**config.mk**
```make
export PLATFORM = sky130hd
export DESIGN_NAME = ritc_align_sequencer_flat
export DESIGN_NICKNAME = d
export VERILOG_FILES = /design/src/rtl/ritc_align_sequencer_if.sv /design/src/rtl/ritc_align_sequencer.sv /design/src/flat_wrapper.sv
export SDC_FILE = /design/constraint.sdc
export NUM_CORES = 1
export LEC_CHECK = 0
export ABC_AREA = 0
export CORE_MARGIN = 2
export CORE_UTILIZATION = 25
export DETAILED_ROUTE_END_ITERATION = 10
export SYNTH_ARGS = -nofsm -noshare
export SYNTH_HDL_FRONTEND = slang
export SYNTH_SLANG_ARGS = --single-unit
export TNS_END_PERCENT = 100
```
**constraint.sdc**
```tcl
create_clock -name user_clk_i -period 5.73 [get_ports user_clk_i]
set_clock_uncertainty 0.05 [all_clocks]
set_input_delay 1.4325 -clock user_clk_i [delete_from_list [all_inputs] [get_ports user_clk_i]]
set_output_delay 1.4325 -clock user_clk_i [all_outputs]
set_load 0.02 [all_outputs]
```
**src/rtl/ritc_align_sequencer_if.sv**
```systemverilog
// Control/status and datapath register bus of the RITC alignment sequencer.
interface ritc_align_sequencer_if;
    logic        start;
    logic        busy;
    logic        done;
    logic        fail;
    logic [2:0]  fail_ch;
    logic [3:0]  fail_bit;
    logic        train_on;
    logic        dp_sel;
    logic [3:0]  dp_addr;
    logic        dp_wr;
    logic [31:0] dp_dat;
    logic [2:0]  ch_sel;
    logic [3:0]  bit_sel;
    logic [3:0]  bit_data;

    modport master (
        input  start, bit_data,
        output busy, done, fail, fail_ch, fail_bit, train_on,
               dp_sel, dp_addr, dp_wr, dp_dat, ch_sel, bit_sel
    );

    modport slave (
        output start, bit_data,
        input  busy, done, fail, fail_ch, fail_bit, train_on,
               dp_sel, dp_addr, dp_wr, dp_dat, ch_sel, bit_sel
    );
endinterface

```
**src/rtl/ritc_align_sequencer.sv**
```systemverilog
// Training/alignment controller: IDELAY eye scan, centring and bitslip per data bit.
// Optional RITC_ALIGN_DEBUG_EN adds a debug_o status port.
module ritc_align_sequencer #(
    parameter int          NUM_CH        = 6,
    parameter int          NUM_BIT       = 12,
    parameter int          NUM_TAPS      = 32,
    parameter int          SETTLE_CYCLES = 16,
    parameter int          SAMPLES       = 8,
    parameter logic [3:0]  TRAIN_PATTERN = 4'b1010,
    parameter int          MIN_EYE       = 4,
    parameter int          MAX_SLIPS     = 4
) (
    input  logic                   user_clk_i,
    input  logic                   rst_i,
    ritc_align_sequencer_if.master bus
`ifdef RITC_ALIGN_DEBUG_EN
    ,
    output logic [11:0]            debug_o
`endif
);

    typedef enum logic [3:0] {
        S_IDLE, S_DP_RESET, S_TRAIN, S_SET_TAP, S_WAIT, S_SAMPLE,
        S_EVAL, S_CENTER, S_SLIP_CHECK, S_SLIP, S_NEXT_BIT, S_DONE
    } state_t;

    state_t      state, state_n, ret;
    logic [1:0]  step;
    logic [15:0] cnt;
    logic [2:0]  ch;
    logic [3:0]  bitn;
    logic [4:0]  tap;
    logic [3:0]  slips;
    logic        fail, fail_now;
    logic [2:0]  fail_ch;
    logic [3:0]  fail_bit;

    logic [3:0]  first_word;
    logic        same;
    logic        good_last;
    logic [5:0]  run_len, best_len, run_len_n;
    logic [4:0]  run_start, best_start, run_start_n, centre;

    logic        dp_sel, dp_wr;
    logic [3:0]  dp_addr;
    logic [31:0] dp_dat;

    logic tap_good, eye_bad, settle_done, sample_done, last_tap, last_bit, pattern_hit, slips_out;

    function automatic logic [31:0] enc(input logic [2:0] c, input logic [3:0] b, input logic [4:0] t);
        return {13'd0, c, 4'd0, b, 3'd0, t};
    endfunction

    assign tap_good    = same && (first_word == 4'b1010 || first_word == 4'b0101);
    assign run_len_n   = tap_good ? run_len + 6'd1 : 6'd0;
    assign run_start_n = (tap_good && run_len == 6'd0) ? tap : run_start;
    assign eye_bad     = best_len < 6'(MIN_EYE);
    assign centre      = eye_bad ? 5'd0 : best_start + best_len[5:1];
    assign settle_done = cnt == 16'(SETTLE_CYCLES - 1);
    assign sample_done = cnt == 16'(SAMPLES - 1);
    assign last_tap    = tap == 5'(NUM_TAPS - 1);
    assign last_bit    = (ch == 3'(NUM_CH - 1)) && (bitn == 4'(NUM_BIT - 1));
    assign pattern_hit = bus.bit_data == TRAIN_PATTERN;
    assign slips_out   = slips == 4'(MAX_SLIPS);
    assign fail_now    = (state == S_CENTER && step == 2'd3 && eye_bad) ||
                         (state == S_SLIP_CHECK && !pattern_hit && slips_out);

    // Bus writes occupy even steps; odd steps are the mandatory idle gap.
    always_comb begin
        state_n = state;
        dp_sel  = 1'b0;
        dp_wr   = 1'b0;
        dp_addr = 4'h0;
        dp_dat  = 32'h0;
        case (state)
            S_IDLE: if (bus.start) state_n = S_DP_RESET;
            S_DONE: state_n = bus.start ? S_DP_RESET : S_IDLE;
            S_DP_RESET: begin
                if (!step[0]) begin
                    dp_sel = 1'b1;
                    dp_wr  = 1'b1;
                    dp_dat = step[1] ? 32'h0 : 32'h2;
                end
                if (step == 2'd3) state_n = S_TRAIN;
            end
            S_TRAIN: if (settle_done) state_n = S_SET_TAP;
            S_SET_TAP, S_CENTER: begin
                if (!step[0]) begin
                    dp_sel  = 1'b1;
                    dp_wr   = 1'b1;
                    dp_addr = step[1] ? 4'h3 : 4'h2;
                    dp_dat  = step[1] ? 32'h1 : enc(ch, bitn, (state == S_CENTER) ? centre : tap);
                end
                if (step == 2'd3) state_n = S_WAIT;
            end
            S_WAIT:   if (settle_done) state_n = ret;
            S_SAMPLE: if (sample_done) state_n = S_EVAL;
            S_EVAL:   state_n = last_tap ? S_CENTER : S_SET_TAP;
            S_SLIP_CHECK: begin
                if (!pattern_hit)     state_n = slips_out ? S_NEXT_BIT : S_SLIP;
                else if (sample_done) state_n = S_NEXT_BIT;
            end
            S_SLIP: begin
                if (step == 2'd0) begin
                    dp_sel  = 1'b1;
                    dp_wr   = 1'b1;
                    dp_addr = 4'h1;
                    dp_dat  = enc(ch, bitn, 5'd0);
                end
                if (step == 2'd1) state_n = S_WAIT;
            end
            S_NEXT_BIT: state_n = last_bit ? S_DONE : S_SET_TAP;
            default:    state_n = S_IDLE;
        endcase
    end

    always_ff @(posedge user_clk_i or posedge rst_i) begin
        if (rst_i) begin
            state    <= S_IDLE;
            ret      <= S_IDLE;
            step     <= 2'd0;
            cnt      <= 16'd0;
            ch       <= 3'd0;
            bitn     <= 4'd0;
            tap      <= 5'd0;
            slips    <= 4'd0;
            fail     <= 1'b0;
            fail_ch  <= 3'd0;
            fail_bit <= 4'd0;
        end else begin
            state <= state_n;
            step  <= (state_n != state) ? 2'd0 : step + 2'd1;
            cnt   <= (state_n != state) ? 16'd0 : cnt + 16'd1;
            // Only the first failing bit is recorded; later ones just keep fail set.
            if (fail_now) begin
                fail <= 1'b1;
                if (!fail) begin
                    fail_ch  <= ch;
                    fail_bit <= bitn;
                end
            end
            case (state)
                S_IDLE, S_DONE: if (bus.start) begin
                    fail     <= 1'b0;
                    fail_ch  <= 3'd0;
                    fail_bit <= 4'd0;
                    ch       <= 3'd0;
                    bitn     <= 4'd0;
                    tap      <= 5'd0;
                    slips    <= 4'd0;
                end
                S_SET_TAP: ret <= S_SAMPLE;
                S_CENTER:  ret <= eye_bad ? S_NEXT_BIT : S_SLIP_CHECK;
                S_SLIP: begin
                    ret <= S_SLIP_CHECK;
                    if (step == 2'd0) slips <= slips + 4'd1;
                end
                S_EVAL: if (!last_tap) tap <= tap + 5'd1;
                S_NEXT_BIT: begin
                    tap   <= 5'd0;
                    slips <= 4'd0;
                    if (!last_bit) begin
                        if (bitn == 4'(NUM_BIT - 1)) begin
                            bitn <= 4'd0;
                            ch   <= ch + 3'd1;
                        end else begin
                            bitn <= bitn + 4'd1;
                        end
                    end
                end
                default: ;
            endcase
        end
    end

    // Best run only moves on strictly longer runs, so ties keep the earliest eye.
    always_ff @(posedge user_clk_i) begin
        if (state == S_SAMPLE) begin
            if (cnt == 16'd0) begin
                first_word <= bus.bit_data;
                same       <= 1'b1;
            end else if (bus.bit_data != first_word) begin
                same <= 1'b0;
            end
        end
        if (state == S_EVAL) begin
            good_last <= tap_good;
            run_len   <= run_len_n;
            run_start <= run_start_n;
            if (run_len_n > best_len) begin
                best_len   <= run_len_n;
                best_start <= run_start_n;
            end
        end
        if (state == S_TRAIN || state == S_NEXT_BIT) begin
            run_len    <= 6'd0;
            run_start  <= 5'd0;
            best_len   <= 6'd0;
            best_start <= 5'd0;
        end
    end

`ifdef RITC_ALIGN_DEBUG_EN
    logic [11:0] slip_total;

    always_ff @(posedge user_clk_i or posedge rst_i) begin
        if (rst_i) begin
            slip_total <= 12'd0;
        end else if ((state == S_IDLE || state == S_DONE) && bus.start) begin
            slip_total <= 12'd0;
        end else if (state == S_SLIP && step == 2'd0) begin
            slip_total <= slip_total + 12'd1;
        end
    end

    assign debug_o = (state == S_DONE) ? slip_total :
                     (state == S_IDLE) ? 12'h0 :
                     {state, best_len, good_last, pattern_hit};
`endif

    assign bus.busy     = (state != S_IDLE) && (state != S_DONE);
    assign bus.done     = state == S_DONE;
    assign bus.train_on = (state != S_IDLE) && (state != S_DP_RESET) && (state != S_DONE);
    assign bus.fail     = fail;
    assign bus.fail_ch  = fail_ch;
    assign bus.fail_bit = fail_bit;
    assign bus.dp_sel   = dp_sel;
    assign bus.dp_wr    = dp_wr;
    assign bus.dp_addr  = dp_addr;
    assign bus.dp_dat   = dp_dat;
    assign bus.ch_sel   = ch;
    assign bus.bit_sel  = bitn;

endmodule

```
**src/flat_wrapper.sv**
```systemverilog
// flat-port wrapper written by rule: the top's interface ports become plain ports
module ritc_align_sequencer_flat 
#(
    parameter int          NUM_CH        = 6,
    parameter int          NUM_BIT       = 12,
    parameter int          NUM_TAPS      = 32,
    parameter int          SETTLE_CYCLES = 16,
    parameter int          SAMPLES       = 8,
    parameter logic [3:0]  TRAIN_PATTERN = 4'b1010,
    parameter int          MIN_EYE       = 4,
    parameter int          MAX_SLIPS     = 4
)
  (user_clk_i, rst_i, bus_start, bus_bit_data, bus_busy, bus_done, bus_fail, bus_fail_ch, bus_fail_bit, bus_train_on, bus_dp_sel, bus_dp_addr, bus_dp_wr, bus_dp_dat, bus_ch_sel, bus_bit_sel);
  ritc_align_sequencer_if bus_i ();
  input  logic user_clk_i;
  input  logic rst_i;
  input wire logic [$bits(bus_i.start)-1:0] bus_start;
  input wire logic [$bits(bus_i.bit_data)-1:0] bus_bit_data;
  output wire logic [$bits(bus_i.busy)-1:0] bus_busy;
  output wire logic [$bits(bus_i.done)-1:0] bus_done;
  output wire logic [$bits(bus_i.fail)-1:0] bus_fail;
  output wire logic [$bits(bus_i.fail_ch)-1:0] bus_fail_ch;
  output wire logic [$bits(bus_i.fail_bit)-1:0] bus_fail_bit;
  output wire logic [$bits(bus_i.train_on)-1:0] bus_train_on;
  output wire logic [$bits(bus_i.dp_sel)-1:0] bus_dp_sel;
  output wire logic [$bits(bus_i.dp_addr)-1:0] bus_dp_addr;
  output wire logic [$bits(bus_i.dp_wr)-1:0] bus_dp_wr;
  output wire logic [$bits(bus_i.dp_dat)-1:0] bus_dp_dat;
  output wire logic [$bits(bus_i.ch_sel)-1:0] bus_ch_sel;
  output wire logic [$bits(bus_i.bit_sel)-1:0] bus_bit_sel;
  assign bus_i.start = bus_start;
  assign bus_i.bit_data = bus_bit_data;
  assign bus_busy = bus_i.busy;
  assign bus_done = bus_i.done;
  assign bus_fail = bus_i.fail;
  assign bus_fail_ch = bus_i.fail_ch;
  assign bus_fail_bit = bus_i.fail_bit;
  assign bus_train_on = bus_i.train_on;
  assign bus_dp_sel = bus_i.dp_sel;
  assign bus_dp_addr = bus_i.dp_addr;
  assign bus_dp_wr = bus_i.dp_wr;
  assign bus_dp_dat = bus_i.dp_dat;
  assign bus_ch_sel = bus_i.ch_sel;
  assign bus_bit_sel = bus_i.bit_sel;
  ritc_align_sequencer #(.NUM_CH(NUM_CH), .NUM_BIT(NUM_BIT), .NUM_TAPS(NUM_TAPS), .SETTLE_CYCLES(SETTLE_CYCLES), .SAMPLES(SAMPLES), .TRAIN_PATTERN(TRAIN_PATTERN), .MIN_EYE(MIN_EYE), .MAX_SLIPS(MAX_SLIPS)) u_core (.user_clk_i(user_clk_i), .rst_i(rst_i), .bus(bus_i));
endmodule
```
==> results of run 1 <==
Yosys cell counts (all sizes together), types with 4 or more instances:
| cell type | number | share of area (%) |
|---|---|---|
| nand3 | 26 | 2.9 |
| nand2 | 34 | 2.7 |
| and3 | 4 | 0.53 |
| ha | 25 | 6.6 |
| edfxtp | 5 | 3.2 |
| a21o | 8 | 1.3 |
| nor3 | 7 | 0.74 |
| xnor2 | 11 | 2.0 |
| nand4 | 10 | 1.3 |
| mux2i | 18 | 3.8 |
| nor2 | 78 | 6.9 |
| nor2b | 4 | 0.53 |
| inv | 33 | 2.7 |
| xor2 | 18 | 3.3 |
| dfxtp | 22 | 9.3 |
| nor4 | 6 | 1.2 |
| and2 | 9 | 1.2 |
| o22ai | 4 | 0.53 |
| a21oi | 16 | 1.7 |
| a211oi | 6 | 0.95 |
| o21ai | 26 | 2.7 |
| buf | 31 | 4.9 |
| o31ai | 8 | 1.3 |
| nor3b | 5 | 0.90 |
| clkbuf | 8 | 0.63 |
| dfrtp | 49 | 26 |
| nand2b | 5 | 0.66 |
sequential cells by signal, summed over array words and instances (netlist names), 2 cells and up:
name                 cells
u_core.bus.fail_bit      4
u_core.first_word        4
u_core.cnt              16
u_core.slips             4
u_core.best_len          6
u_core.run_start         5
u_core.bus.bit_sel       4
u_core.step              2
u_core.best_start        5
u_core.bus.ch_sel        3
u_core.state             4
u_core.tap               5
u_core.bus.fail_ch       3
u_core.run_len           6
u_core.ret               3
path summary, 6_finish.rpt:
kind	to	slack, ns	cells past startpoint
hold / removal	u_core.run_start[0]	0.41	2
max in group asynchronous	u_core.cnt[9]	3.33	2
hold reg to reg	u_core.run_start[0]	0.41	2
setup / recovery	bus_dp_dat[18]	1.03	7
setup reg to reg	u_core.best_len[5]	2.53	10
min in group asynchronous	u_core.bus.fail_ch[0]	1.61	2
through the flow:
step	instance area [um^2]	hold WS [ns]
finish	5550	0.408
CTS	5550	0.412
detailed placement	5270	0.403
floorplan	4810	0.386
global route	5550	0.424
global placement	5270	0.396
cells by family (layout without fill, tap and decap cells):
logic type | count (synthesis) | in the layout | synth area share (%)
AOI/OAI and AO/OA | 92 | 92 | 13.6
other | 1 | 22 | 0.0792
buffers and inverters | 72 | 93 | 8.25
adders and majority gates | 26 | 26 | 7.03
muxes | 20 | 20 | 4.28
DFF | 76 | 76 | 38.4
xor gates and xnor gates | 29 | 29 | 5.37
and+or+nand+nor | 207 | 207 | 23.0
cells in the final DEF (no fill, tap or decap), types with 10 or more instances in the layout:
| master | synthesis | layout |
|---|---|---|
| nand4_1 | 10 | 10 |
| dfxtp_1 | 22 | 22 |
| nor2_2 | 11 | 11 |
| clkdlybuf4s50_1 | 0 | 40 |
| dfrtp_1 | 49 | 49 |
| a21oi_1 | 16 | 16 |
| mux2i_1 | 18 | 18 |
| nand3_1 | 25 | 25 |
| xnor2_1 | 11 | 11 |
| ha_1 | 25 | 25 |
| nor2_1 | 66 | 66 |
| inv_1 | 32 | 31 |
| o21ai_0 | 24 | 24 |
| xor2_1 | 18 | 18 |
| nand2_1 | 34 | 34 |
| conb_1 | 1 | 22 |
metal layers:
metal	GRT usage, %	up-vias	wire length (um)
met5	0	-	0
li1	-	1857	-
met3	2.56	19	475
met4	6.00	0	346
met2	18.3	69	4990
met1	14.1	1712	4930
report_power, final:
| part | total, mW | switching (mW) | internal, mW |
|---|---|---|---|
| Combinational | 0.638 | 0.377 | 0.261 |
| Sequential | 0.743 | 0.123 | 0.621 |
| Clock | 0.542 | 0.235 | 0.306 |
| Total | 1.92 | 0.735 | 1.19 |
cell type report:
type | instances | area [um^2]
tap | 234 | 293
clock inverter | 5 | 36.3
fill | 1949 | 13100
timing repair buffer | 44 | 430
inverter | 33 | 126
sequential | 76 | 1820
multi-input combinational | 396 | 2600
clock buffer | 11 | 243
critical path: cells and delay by family, from the launching register on:
family,cells,cell delay (ns)
buffers and inverters,2,0.76
flip-flops,1,0.78
AND/OR/NAND/NOR,4,0.97
AO/OA/AOI/OAI,1,0.35
==> metrics.cfg, run 1 <==
[power]
p_total_mw = 1.92
p_per_area_nw_per_um2 = 347
vdd_drop_max_mv = 0.128
p_leak_nw = 2.25

[synth]
ys_seq_elements = 76
synth-main-ff-cell = dfrtp_1
ys_types = 69
syn_area_um2 = 4730
syn_area_per_cell_um2 = 9.05
syn-instance-count = 523
synth-async-reset-ratio_pct = 64.5
yosysSeqAreaShare_pct = 38.4
yosysWarnings = 0
synth_edf_count = 5

[clock_tree]
clock-sinks = 76
post_cts_buffers = 0
cts_tree = done
numCtsBuffers = 9
clk_pin_slew_ns = 0.06
ctsHoldBuffers = 0
cts-resized-gates = 0
cts_max_level = 3
cts_root_buffer = clkbuf_16
clock_path_buffers = 2
clkLatencyLatePin_ns = 0.35

[routing]
remaining_drc_errors = 0
ant_nets = 0
dr.first_iter.drc_count = 195
vias = 3657
drt_wl_total_um = 10700
drtPass1Iterations = 4
post_drt_via_cell_ratio = 4.58
routedWlPerCell_um = 13.4

[sta]
fin_crit_ns = 4.70
finalHoldViolCount = 0
setup_tns_ns = 0
report.final.slew_viol_count = 0
setup_slack_ns = 1.03
rsz0062_at_grt = false
fin_crit_sh_pct = 82.1
setup_viol = 0
slew_headroom_pct = 28.1
worst_slew_pin_slew_ns = 1.08
max_freq_mhz = 213

[die]
num_rows = 50
die_h_um = 142
die_w_um = 142
io_pins = 63
coreArea_um2 = 18600
dieArea_um2 = 20000
start_util_pct = 25.4

[worst_hold_path]
hp-class = reg -> reg
hp-start = u_core.run_start[0]

[placement]
dp_hpwl_um = 7860
port_buffers = 40
place_ws_ns = 1.39
globalplace.congestion = 0.884
dp_cells = 783

[critical_path]
end_kind = output pin
path_max_fanout = 23
startpoint = u_core.state[0]
start_kind = flip-flop
path_cells = inv_4 -> or3_1 -> nor2_1 -> nand2_1 -> o21ai_0 -> and2_1 -> clkdlybuf4s50_1
path_class = reg -> out
r2r_start = u_core.first_word[1]
cp.arrival_ns = 3.22
slowest_stage = dfrtp_1
crit_required_ns = 4.25
critical_path.max_stage_delay_ns = 0.78

[outcome]
status = finished, final reports clean

[grt]
grt_use_total_pct = 11.3
grt_pass1_wl_um = 18000
antenna_found_initial = 0
grt_pass1_vias = 3571
overflow = 0
grt_max_degree = 50

[cells_and_area]
area_delta_synth_final_pct = 17.3
drive_gt1_share_pct = 8.50
fin_util_pct = 29.8
layout.nets = 593
antenna_cells = 0
finalNonFillerCells = 799

[job]
maxCapViolCount = 0

(Power assumes the default switching activity.)
==> run 2: changes to the inputs <==
==> constraint.sdc (replaced) <==
create_clock -name user_clk_i -period 3.8 [get_ports user_clk_i]
set_clock_uncertainty 0.05 [all_clocks]
set_input_delay 0.95 -clock user_clk_i [delete_from_list [all_inputs] [get_ports user_clk_i]]
set_output_delay 0.95 -clock user_clk_i [all_outputs]
set_load 0.02 [all_outputs]
==> metrics.cfg, run 2 (synthesized netlist as in run 1, its figures left out) <==
[placement]
dp_hpwl_um = 8130  ; +3.4%
port_buffers = 40  ; unchanged
globalplace.congestion = 0.802  ; -9.3%
dp_cells = 793  ; +1.3%
dpl_cell_area_um2 = 5350  ; +1.4%

[critical_path]
cp_num_cells = 8  ; +1
path_class = reg -> out
crit_required_ns = 2.80  ; -1.45 ns
start_kind = flip-flop
r2r_cells = 10  ; unchanged
endpoint = bus_dp_dat[10]
startpoint = u_core.state[0]
path_max_fanout = 10  ; -57%
path_cells = inv_4 -> or3_1 -> nor2_1 -> nand2_1 -> o21ai_2 -> buf_4 -> and2_1 -> clkdlybuf4s50_1
slowest_stage = clkdlybuf4s50_1
cp.arrival_ns = 2.61  ; -0.61 ns
worst-path-buf-inv = 3  ; +1
cp_top_family = simple AND/OR/NAND/NOR gates
critical_path.max_stage_delay_ns = 0.59  ; -0.19 ns
r2r_start = u_core.first_word[1]
rr_endpoint = u_core.best_start[2]
end_kind = output pin
reg2reg_slack_ns = 0.57  ; -1.96 ns

[cells_and_area]
finalInstanceArea_um2 = 5650  ; +1.9%
top_register = u_core.cnt
finalNonFillerCells = 809  ; +1.3%
layout.nets = 603  ; +1.7%
mostFrequentLayoutCells = nor2_1 (66), dfrtp_1 (49), clkdlybuf4s50_1 (36), nand2_1 (34), inv_1 (31)
area_delta_synth_final_pct = 19.5
drive_gt1_share_pct = 10.3  ; +1.8 points
largest_register_ffs = 16  ; unchanged
antenna_cells = 0  ; unchanged
final_common_cell = nor2_1
reg_top3 = u_core.cnt x16, u_core.best_len x6, u_core.run_len x6

[sta]
setup_viol = 0  ; unchanged
worst_slew_pin_slew_ns = 0.899  ; -0.180 ns
slew_headroom_pct = 40.0  ; +12 points
fin_crit_ns = 3.61
finalHoldViolCount = 0  ; unchanged
hold_slack_ns = 0.412  ; +0.00465 ns
setup_tns_ns = 0  ; unchanged
rsz0062_at_grt = false
fin_crit_sh_pct = 94.9
max_freq_mhz = 277
report.final.slew_viol_count = 0  ; unchanged

[routing]
vias = 3776  ; +3.3%
routedWlPerCell_um = 13.7  ; +1.9%
drtPass1Iterations = 5  ; +1
drt_wl_total_um = 11100  ; +3.2%
remaining_drc_errors = 0  ; unchanged
post_drt_via_cell_ratio = 4.67  ; +2.0%
ant_nets = 0  ; unchanged
dr.first_iter.drc_count = 196  ; +0.51%

[grt]
overflow = 0  ; unchanged
grt_max_degree = 43  ; -14%
grt_use_total_pct = 11.5  ; +0.18 points
grt_pass1_vias = 3682  ; +3.1%
grt_pass1_wl_um = 18300  ; +2.1%
antenna_found_initial = 0  ; unchanged

[clock_tree]
clock_path_buffers = 2  ; unchanged
cts_max_level = 3  ; unchanged
clock-sinks = 76  ; unchanged
ctsHoldBuffers = 0  ; unchanged
clkLatencyLatePin_ns = 0.34  ; about the same
cts-resized-gates = 1  ; +1
clk_pin_slew_ns = 0.06  ; about the same
cts_root_buffer = clkbuf_16
numCtsBuffers = 9  ; unchanged
post_cts_buffers = 0  ; unchanged
cts_tree = done

[power]
vdd_drop_max_mv = 0.226  ; +76%
p_per_area_nw_per_um2 = 524  ; +51%
p_leak_nw = 2.39  ; +6.1%
p_total_mw = 2.96  ; +54%

[job]
maxCapViolCount = 0  ; unchanged

[die]
coreArea_um2 = 18600  ; unchanged
die_w_um = 142  ; unchanged
num_rows = 50  ; unchanged
io_pins = 63  ; unchanged
die_h_um = 142  ; unchanged
start_util_pct = 25.4  ; unchanged
dieArea_um2 = 20000  ; unchanged

[worst_hold_path]
hp-class = reg -> reg

[outcome]
status = finished, final reports clean

-- run 2: cell count changes in the layout (fill, tap and decap cells not counted), sizes merged --
cell           change
buf               +10
clkbuf             +4
clkdlybuf4s50      -4
clkinvlp           -2
dlymetal6s2s       +4
inv                -2
-- run 2: through the flow --
stage                     utilization [%]  setup WS [ns]
after floorplan                         -          0.704
after global placement               28.7          0.303
after detailed placement             28.7          0.331
after CTS                            30.2         0.0733
after global routing                 30.3         0.0341
final                                30.3          0.193
-- run 2: routing by layer --
| layer | vias up | share of wire [%] | GRT usage (%) |
|---|---|---|---|
| met5 | - | 0 | 0 |
| met4 | 0 | 1.8 | 4.53 |
| met3 | 15 | 5.2 | 2.94 |
| met2 | 85 | 48 | 19.1 |
| met1 | 1801 | 45 | 14.3 |
| li1 | 1875 | - | - |
-- run 2: report_power, final --
group	switching (mW)	internal [mW]
Clock	0.317	0.513
Sequential	0.180	0.937
Combinational	0.598	0.419
Total	1.10	1.87
-- run 2: worst min path at each step --
stage | slack [ns] | cells after the start | end | start
2_1_floorplan | 0.39 | 2 | u_core.run_start[0] | u_core.run_start[0]
3_5_place_dp | 0.40 | 2 | u_core.run_start[3] | u_core.run_start[3]
6_report | 0.41 | 2 | u_core.run_start[3] | u_core.run_start[3]
5_1_grt | 0.45 | 2 | u_core.run_start[1] | u_core.run_start[1]
3_3_place_gp | 0.40 | 2 | u_core.run_start[1] | u_core.run_start[1]
4_1_cts | 0.41 | 2 | u_core.run_start[3] | u_core.run_start[3]
-- run 2: area by class of cell --
class / instances / area, um^2
clock buffers: 15 / 288
flip-flops and latches: 76 / 1820
well taps: 234 / 293
fillers: 1957 / 13000
clock inverters: 1 / 5.00
multi-input cells: 396 / 2610
inverters: 33 / 126
repair buffers: 54 / 515
-- run 2: worst register-to-register path, stage by stage, from the launching register on --
cell      delay [ns]
edfxtp_1        0.42
nor4bb_1        0.42
o21ai_0         0.13
buf_4           0.19
nor2_1          0.19
ha_1            0.18
and4_1          0.26
a221oi_1        0.12
a311oi_4        0.79
nor2_1          0.08
a211oi_1        0.29
==> run 3: changes to the inputs <==
--- a/config.mk
+++ b/config.mk
@@ -6,9 +6,12 @@
 export NUM_CORES = 1
 export LEC_CHECK = 0
 export ABC_AREA = 0
+export CELL_PAD_IN_SITES_DETAIL_PLACEMENT = 1
+export CELL_PAD_IN_SITES_GLOBAL_PLACEMENT = 1
 export CORE_MARGIN = 2
 export CORE_UTILIZATION = 25
 export DETAILED_ROUTE_END_ITERATION = 10
+export PLACE_DENSITY_LB_ADDON = 0.1
 export SYNTH_ARGS = -nofsm -noshare
 export SYNTH_HDL_FRONTEND = slang
 export SYNTH_SLANG_ARGS = --single-unit
==> metrics.cfg, run 3 (synthesized netlist as in run 1, its figures left out) <==
[cells_and_area]
final_common_cell = nor2_1
reg_top3 = u_core.cnt x16, u_core.best_len x6, u_core.run_len x6
antenna_cells = 0  ; unchanged
drive_gt1_share_pct = 10.1  ; -0.19 points
largest_register_ffs = 16  ; unchanged
layout.nets = 604  ; +0.17%
finalInstanceArea_um2 = 5640  ; -0.29%
top_register = u_core.cnt
mostFrequentLayoutCells = nor2_1 (66), dfrtp_1 (49), clkdlybuf4s50_1 (38), nand2_1 (34), inv_1 (31)
area_delta_synth_final_pct = 19.1

[power]
intPower_mw = 1.84  ; -1.4%
switchingPower_mw = 1.18  ; +8.2%
p_seq_share_pct = 37.3  ; -0.4 points
p_leak_nw = 2.35  ; -1.7%
pwr-share-clk_pct = 27.9  ; about the same
vdd_drop_max_mv = 0.271  ; +20%
netSwitchingFraction_pct = 39.1  ; +2.2 points
comb_power_share_pct = 34.9  ; +0.6 points
p_per_area_nw_per_um2 = 537  ; +2.4%

[placement]
place_ws_ns = 0.392  ; +0.0616 ns
dp_hpwl_um = 10200  ; +25%
globalplace.congestion = 0.784  ; -2.3%
dpl_cell_area_um2 = 5350  ; +0.14%
port_buffers = 40  ; unchanged

[die]
die_h_um = 142  ; unchanged
dieArea_um2 = 20000  ; unchanged
die_w_um = 142  ; unchanged
num_rows = 50  ; unchanged
io_pins = 63  ; unchanged
coreArea_um2 = 18600  ; unchanged
start_util_pct = 25.4  ; unchanged

[critical_path]
cp_top_family = simple AND/OR/NAND/NOR gates
critical_path.max_stage_delay_ns = 0.60  ; about the same
worst-path-buf-inv = 2  ; -1
start_kind = flip-flop
path_max_fanout = 15  ; +5
crit_required_ns = 2.80  ; about the same
slowest_stage = clkdlybuf4s50_1
cp.arrival_ns = 2.62  ; about the same
path_class = reg -> out
end_kind = output pin
path_cells = or3_1 -> nor2_1 -> nand2_1 -> o21ai_0 -> buf_4 -> and2_1 -> clkdlybuf4s50_1
reg2reg_slack_ns = 0.51  ; -0.06 ns

[clock_tree]
clkLatencyLatePin_ns = 0.35  ; about the same
clock-sinks = 76  ; unchanged
ctsHoldBuffers = 0  ; unchanged
cts-resized-gates = 0  ; -1
post_cts_buffers = 0  ; unchanged
numCtsBuffers = 9  ; unchanged
cts_max_level = 3  ; unchanged
clk_pin_slew_ns = 0.07  ; about the same
cts_root_buffer = clkbuf_16
clock_path_buffers = 2  ; unchanged
cts_tree = done

[routing]
routedWlPerCell_um = 16.7  ; +22%
drtPass1Iterations = 4  ; -1
post_drt_via_cell_ratio = 4.76  ; +1.9%
remaining_drc_errors = 0  ; unchanged
drt_wl_total_um = 13600  ; +22%
ant_nets = 0  ; unchanged
vias = 3852  ; +2.0%
dr.first_iter.drc_count = 127  ; -35%

[outcome]
status = finished, final reports clean

[sta]
setup_tns_ns = 0  ; unchanged
hold_slack_ns = 0.411  ; -0.00118 ns
fin_crit_ns = 3.62  ; +0.0106 ns
finalHoldViolCount = 0  ; unchanged
report.final.slew_viol_count = 0  ; unchanged
setup_viol = 0  ; unchanged
slew_headroom_pct = 38.4  ; -1.5 points
worst_slew_pin_slew_ns = 0.920  ; +0.0207 ns
max_freq_mhz = 276  ; -0.29%
setup_slack_ns = 0.182  ; -0.0106 ns
fin_crit_sh_pct = 95.2  ; +0.28 points
rsz0062_at_grt = false

[grt]
overflow = 0  ; unchanged
antenna_found_initial = 0  ; unchanged
grt_pass1_wl_um = 22100  ; +21%
grt_pass1_vias = 3958  ; +7.5%
grt_use_total_pct = 14.2  ; +2.7 points
grt_max_degree = 29  ; -33%

[job]
maxCapViolCount = 0  ; unchanged

[worst_hold_path]
hp-class = reg -> reg

==> run 3: power groups by stage <==
stage,logic (mW),registers [mW],clock network [mW]
after floorplan,0.669,1.13,0
after global placement,1.06,1.15,0
after detailed placement,1.07,1.15,0
after CTS,1.08,1.13,0.881
after global routing,1.17,1.16,0.902
final,1.06,1.13,0.843
==> run 3: final timing paths <==
| path | end | startpoint | cells past startpoint |
|---|---|---|---|
| min in group asynchronous | u_core.bus.fail_bit[2] | rst_i | 2 |
| max in group asynchronous | u_core.cnt[9] | rst_i | 3 |
| setup / recovery | bus_dp_dat[9] | u_core.state[3] | 7 |
| hold / removal | u_core.run_start[0] | u_core.run_start[0] | 2 |
| hold reg to reg | u_core.run_start[0] | u_core.run_start[0] | 2 |
| setup reg to reg | u_core.best_len[0] | u_core.first_word[0] | 10 |
==> run 3: cell type report <==
type | count | area, um^2
Clock buffer | 12 | 258
Clock inverter | 4 | 22.5
Fill cell | 2165 | 13000
Inverter | 33 | 126
Multi-Input combinational cell | 396 | 2600
Sequential cell | 76 | 1820
Tap cell | 234 | 293
Timing Repair Buffer | 55 | 518
==> run 3: metrics by stage <==
step / cells / util, % / power [mW]
global route: 810 / 30.2 / 3.23
CTS: 810 / 30.2 / 3.09
detailed placement: 794 / 28.7 / 2.22
global placement: 794 / 28.7 / 2.21
floorplan: 544 / - / 1.80
finish: 810 / 30.2 / 3.03
==> run 3: worst reg2reg max path, cell delays in order (launching register included) <==
cell and delay, ns:
edfxtp_1 0.42, nor4bb_1 0.41, o21ai_0 0.15, buf_4 0.19
nor2_1 0.22, ha_1 0.20, and4_1 0.26, a221oi_1 0.13
a311oi_4 0.79, mux2i_1 0.27, nor2_1 0.06
==> run 3: layer usage <==
layer	vias to the layer above	global-route usage (%)	wire (um)
li1	1874	-	-
met1	1924	19.3	6590
met2	43	23.0	6460
met3	11	2.29	334
met4	0	4.42	173
met5	-	0	0
